**src/rtl/mem_port_arbiter.sv**
```systemverilog
// mem_port_arbiter: shares one single-ported memory between the fetch port and the data port,
// serializing accesses with round-robin arbitration on contention and a fixed wait-state count.
module mem_port_arbiter #(
   parameter int ADDR_W      = 32,
   parameter int DATA_W      = 32,
   parameter int WAIT_CYCLES = 2
) (
   input  logic              clk,
   input  logic              reset,
   input  logic              i_req,
   input  logic [ADDR_W-1:0] i_addr,
   output logic              i_ready,
   output logic [DATA_W-1:0] i_rdata,
   input  logic              d_req,
   input  logic              d_we,
   input  logic [ADDR_W-1:0] d_addr,
   input  logic [DATA_W-1:0] d_wdata,
   output logic              d_ready,
   output logic [DATA_W-1:0] d_rdata,
   output logic              stall_f,
   output logic              stall_m,
   output logic              mem_en,
   output logic              mem_we,
   output logic [ADDR_W-1:0] mem_addr,
   output logic [DATA_W-1:0] mem_wdata,
   input  logic [DATA_W-1:0] mem_rdata
);
   if (WAIT_CYCLES < 1 || WAIT_CYCLES > 15) begin : g_bad_wait
      $error("mem_port_arbiter: WAIT_CYCLES must be in 1..15");
   end
   localparam logic [3:0] WAIT_CNT = 4'(WAIT_CYCLES);
   typedef enum logic [1:0] {IDLE, BUSY_I, BUSY_D} state_t;
   state_t            state_q, state_d;
   logic [3:0]        cnt_q, cnt_d;
   logic              last_d_q, last_d_d;
   logic [ADDR_W-1:0] addr_q, addr_d;
   logic              we_q, we_d;
   logic [DATA_W-1:0] wdata_q, wdata_d;
   logic              i_ready_q, i_ready_d, d_ready_q, d_ready_d;
   logic [DATA_W-1:0] i_rdata_q, i_rdata_d, d_rdata_q, d_rdata_d;
   logic              grant_d;
   always_comb begin
      state_d   = state_q;
      cnt_d     = cnt_q;
      last_d_d  = last_d_q;
      addr_d    = addr_q;
      we_d      = we_q;
      wdata_d   = wdata_q;
      i_ready_d = 1'b0;
      d_ready_d = 1'b0;
      i_rdata_d = i_rdata_q;
      d_rdata_d = d_rdata_q;
      // on contention D wins unless it won the previous contention
      grant_d   = d_req & (~i_req | ~last_d_q);
      if (state_q == IDLE) begin
         if (i_req | d_req) begin
            state_d = grant_d ? BUSY_D : BUSY_I;
            cnt_d   = WAIT_CNT;
            addr_d  = grant_d ? d_addr : i_addr;
            we_d    = grant_d & d_we;
            wdata_d = grant_d ? d_wdata : '0;
            if (i_req & d_req) last_d_d = grant_d;
         end
      end else begin
         cnt_d = cnt_q - 4'd1;
         if (cnt_q == 4'd1) begin
            state_d = IDLE;
            if (state_q == BUSY_I) begin
               i_ready_d = 1'b1;
               i_rdata_d = mem_rdata;
            end else begin
               d_ready_d = 1'b1;
               if (!we_q) d_rdata_d = mem_rdata;
            end
         end
      end
   end
   always_ff @(posedge clk or posedge reset) begin
      if (reset) begin
         state_q   <= IDLE;
         cnt_q     <= '0;
         last_d_q  <= 1'b0;
         addr_q    <= '0;
         we_q      <= 1'b0;
         wdata_q   <= '0;
         i_ready_q <= 1'b0;
         d_ready_q <= 1'b0;
         i_rdata_q <= '0;
         d_rdata_q <= '0;
      end else begin
         state_q   <= state_d;
         cnt_q     <= cnt_d;
         last_d_q  <= last_d_d;
         addr_q    <= addr_d;
         we_q      <= we_d;
         wdata_q   <= wdata_d;
         i_ready_q <= i_ready_d;
         d_ready_q <= d_ready_d;
         i_rdata_q <= i_rdata_d;
         d_rdata_q <= d_rdata_d;
      end
   end
   assign mem_en    = state_q != IDLE;
   assign mem_we    = state_q == BUSY_D && we_q;
   assign mem_addr  = mem_en ? addr_q : '0;
   assign mem_wdata = mem_we ? wdata_q : '0;
   assign i_ready   = i_ready_q;
   assign d_ready   = d_ready_q;
   assign i_rdata   = i_rdata_q;
   assign d_rdata   = d_rdata_q;
   assign stall_f   = i_req & ~i_ready_q;
   assign stall_m   = d_req & ~d_ready_q;
endmodule

```
**config.mk**
```make
export PLATFORM = sky130hd
export DESIGN_NAME = mem_port_arbiter
export DESIGN_NICKNAME = d
export VERILOG_FILES = /design/src/rtl/mem_port_arbiter.sv
export SDC_FILE = /design/constraint.sdc
export NUM_CORES = 1
export LEC_CHECK = 0
export BUFFER_PORTS_ARGS = -buffer_cell sky130_fd_sc_hd__buf_2
export CAP_MARGIN = 20
export CORE_MARGIN = 2
export CORE_UTILIZATION = 51
export DETAILED_ROUTE_END_ITERATION = 8
export PLACE_DENSITY = 0.83
export SYNTH_ARGS = -nofsm -noshare
export SYNTH_HDL_FRONTEND = slang
export SYNTH_SLANG_ARGS = --single-unit
```
**constraint.sdc**
```tcl
create_clock -name clk -period 11.1 [get_ports clk]
set_clock_uncertainty 0.1 [all_clocks]
set_input_delay 1.11 -clock clk [delete_from_list [all_inputs] [get_ports clk]]
set_output_delay 1.11 -clock clk [all_outputs]
set_load 0.005 [all_outputs]
```
---- Word level (Yosys, flattened, before mapping) ----
Index checks and enable logic that the tools add are counted.
operators by class
  add/subtract/negate cells ............... 1
  equal/unequal tests ..................... 4
  bitwise logic cells ..................... 14
  mux-type cells .......................... 16
  reduce and logical (&&, ||, !) cells .... 9
operators by type and width
  kind                 number
  $mux 32              4
  $mux 2               4
  $mux 4               2
  $not 1->1            7
  $mux 1               6
  $reduce_and 3->1     2
  $and 1x1->1          5
  $eq 4x1->1 const B   1
  $reduce_and 2->1     2
  $reduce_and 4->1     1
  $reduce_bool 2->1    2
  $sub 4x1->4 const B  1
  $eq 2x1->1 const B   1
  $eq 2x2->1 const B   1
  $logic_not 2->1      1
  $ne 2x1->1 const B   1
  $or 1x1->1           2
  $logic_and 1x1->1    1
word-level totals
  output and inout bits ................... 134
  input port bits ......................... 133
  register bits after elaboration ......... 138
  logic and storage cells ................. 54

---- Longest topological paths before layout ----
  depth in word-level cells ............... 6
  gate-level depth with buffers ........... 7
  mapped depth without buffers ............ 5

---- Least setup slack after synthesis ----
No wires, ideal clock.
  path kind ............................... register -> output
  start point ............................. register state_q[0]
  end point ............................... output port mem_addr[23]
  data required time ...................... 9.890 ns
  cell stages (with the launch flop) ...... 6
  slack ................................... 8.574 ns
  data arrival time ....................... 1.316 ns
  buffers on the path ..................... 2
  path through ............................ dfrtp_1 > nor2_1 > clkbuf_1 > inv_1 > clkbuf_1 > and2_1
between the ends
  cells in the longest elaborated chain, start to end .. 2
ends and longest elaborated chain
  element                   RTL line  RTL
  start: declaration        33        state_t state_q, state_d;
  start signal: assignment  91        state_q <= state_d;
  $reduce_bool 2->1         103       assign mem_en = state_q != IDLE;
  via mem_en                22        output logic mem_en,
  $mux 32                   105       assign mem_addr = mem_en ? addr_q : '0;
  end: declaration          24        output logic [ADDR_W-1:0] mem_addr,
The timed path passes the listed nets, and every way through them passes these cells.

---- Worst setup path in the final report ----
  start point ............................. register state_q[1]
  end point ............................... output port mem_addr[15]
between the ends
  cells in the longest elaborated chain, start to end .. 2
ends and longest elaborated chain
  element            RTL line
  $reduce_bool 2->1  103
  $mux 32            105
No other way between the ends.

==> results.yml <==
floorplan:
  die_y_um: 112
  io_pins: 267
  die_x_um: 112
  dieArea_um2: 12500
  core_um2: 11400
  initial_core_util: 0.521
  fp-row-count: 39
placed_design:
  hpwl_um: 10700
  io_buffers: 266
  gp_congestion: 0.791
cts:
  clk_latency_ns: 0.41
  h-tree-depth: 4
  cts_hold_buf: 0
  clk_pin_slew_ns: 0.06
  post-cts-setup-buffers: 0
  clk_path_buf_depth: 2
  cts_sinks: 138
  cts_buffers: 17
  cts_tree: "yes"
  cts-root-buf: "clkbuf_16"
  cts_resized: 0
finish:
  insertedDiodeCount: 0
  num-nets-final: 830
  area_delta_synth_final_pct: 35.1
  fin_util: 0.705
  drive_above_1_share: 0.530
global_routing:
  met2_usage: 0.434
  grt_overflow: 0
  grt_pass1_wl_um: 24700
  grt.busiest_layer: "met2"
  antenna_found_initial: 0
  grt_max_degree: 85
  grt_use_total: 0.249
  use_met3: 0.0599
  grt_use_met1: 0.304
  grt_pass1_vias: 4756
critical_path:
  worstReg2RegStart: "cnt_q[1]"
  arrival_ns: 2.29
  crit_type: "reg -> out"
  critPathLaunchType: "flip-flop"
  r2r_slack_ns: 8.67
  reg2reg_to: "i_rdata[1]"
  worstPathRequired_ns: 9.89
  end_kind: "output pin"
  r2r_cells: 6
  path_max_fanout: 40
logic_synthesis:
  synth_flop_cell: "dfrtp_1"
  syn_inst: 436
  yosysTopAreaCellShare: 0.583
  yosys.area.top_type: "dfrtp_1"
  avgSynthCellArea_um2: 13.6
  netlist_area_um2: 5930
  yosysSeqAreaShare: 0.583
  synth-seq-cells: 138
  synth_fp_nets: 571
  ys_async_sr_fraction: 1.00
  synthTopCellsByArea: "dfrtp_1 (58%), mux2_4 (7.3%), and2_1 (6.8%)"
  ys_warn_count: 0
  ys_types: 32
  synth-edff-count: 0
detailed_routing:
  wirelength_um: 15200
  first_pass_iters: 5
  avgViaCountPerCell: 5.39
  routedWlPerCell_um: 17.8
  ant_nets: 0
  vias: 4582
  drtIter0Drc: 334
  drc_errors: 0
timing:
  max_freq_mhz: 286
  holdWs_ns: 0.391
  rsz0062_at_grt: "false"
  fin_crit_sh: 0.315
  tightest_slew_ns: 0.922
  hold_viol: 0
  layout_min_cycle_time_ns: 3.50
  max_slew_margin: 0.384
  setup_viol: 0
  fin_setup_tns_ns: 0
  maxSlewViolCount: 0
pwr:
  leakage_nw: 4.21
  p_per_area_nw_per_um2: 276
  ir_worst_vdd_mv: 0.186
hold_path:
  hold_depth: 1
  worstHoldEndpoint: "cnt_q[3]"
  hp-class: "reg -> reg"
  worstHoldStart: "cnt_q[3]"
status:
  outcome: "finished clean"
run:
  drv_cap: 0
-- metal layers --
metal  share of wire  up-vias
li1                -     2091
met1            0.39     2259
met2            0.52      216
met3           0.075       16
met4           0.013        0
met5               0        -
-- flip-flops by register name (all words and copies together) (netlist names), 2 cells and up --
| signal | cells |
|---|---|
| addr_q | 32 |
| d_rdata | 32 |
| i_rdata | 32 |
| wdata_q | 32 |
| cnt_q | 4 |
| state_q | 2 |
-- synth_stat cells, types with 2 or more instances --
| cell type | instances |
|---|---|
| dfrtp_1 | 138 |
| and2_1 | 64 |
| a22o_1 | 33 |
| mux2_2 | 33 |
| a21boi_0 | 32 |
| a221o_1 | 32 |
| mux2_4 | 29 |
| clkbuf_1 | 27 |
| inv_1 | 6 |
| buf_6 | 4 |
| nor2_1 | 4 |
| o21ai_0 | 4 |
| and3_1 | 3 |
| buf_2 | 3 |
| nand2_1 | 3 |
| a21o_1 | 2 |
| ha_1 | 2 |
| mux2_1 | 2 |
| nor2b_1 | 2 |
-- worst max-delay path, cell delays in order, from the launching register on --
cell     delay [ns]
dfrtp_1        0.45
nor2_2         0.10
buf_4          0.33
inv_1          0.50
and2_1         0.36
buf_2          0.13
-- final cells by class --
class                   instances  area, um^2
clock inverters                13         143
inverters                       6        27.5
well taps                     143         179
fillers                       824        3360
multi-input cells             257        2300
repair buffers                275        1470
clock buffers                  18         439
flip-flops and latches        138        3450
-- report_power, final --
group          internal (W)  total, W  switching [W]
Sequential         0.000735  0.000865       0.000130
Clock              0.000337  0.000551       0.000214
Combinational      0.000461  0.000799       0.000338
Total               0.00153   0.00221       0.000681
-- layout by cell type, fill, tap and decap left out, types with 2 or more instances in the layout --
master	netlist	final
buf_4	0	5
nand2_1	3	3
clkbuf_16	0	17
buf_16	0	3
mux2_2	33	33
a21o_1	2	2
clkinvlp_4	0	4
a21boi_0	32	32
bufinv_16	0	2
mux2_1	2	2
ha_1	2	2
a22o_1	33	33
mux2_4	29	29
o21ai_0	4	4
and2_1	64	64
inv_1	6	5
and3_1	3	2
dfrtp_1	138	138
nor2b_1	2	2
nor2_1	4	3
buf_2	3	266
clkinv_2	0	3
inv_6	0	3
a221o_1	32	32
-- worst max-delay path by stage --
stage	startpoint	to	slack [ns]	cells after the start
final	state_q[1]	mem_addr[15]	7.60	5
after global routing	state_q[1]	mem_addr[17]	7.43	5
after CTS	state_q[1]	mem_addr[15]	7.55	5
after detailed placement	i_req	wdata_q[20]	7.86	4
after global placement	i_req	wdata_q[22]	7.95	4
after floorplan	reset	addr_q[0]	6.19	1
-- logic make-up (layout without fill, tap and decap cells) --
kind of cell,after synthesis,after routing,synth area share
compound gates,105,105,0.151
flops,138,138,0.583
simple gates,84,84,0.0872
buf+inv,41,312,0.0317
fa+ha+maj,2,2,0.00422
xor+xnor,1,1,0.00148
mux,65,65,0.142
-- metrics by stage --
step	cells	instance area [um^2]	setup WS, ns	power [W]
floorplan	436	5930	6.19	0.00132
global placement	815	7330	7.95	0.00161
detailed placement	816	7350	7.86	0.00166
CTS	847	7940	7.55	0.00222
global route	850	8010	7.43	0.00235
finish	850	8010	7.60	0.00221
Note: power is estimated with default switching activity, not from simulation.
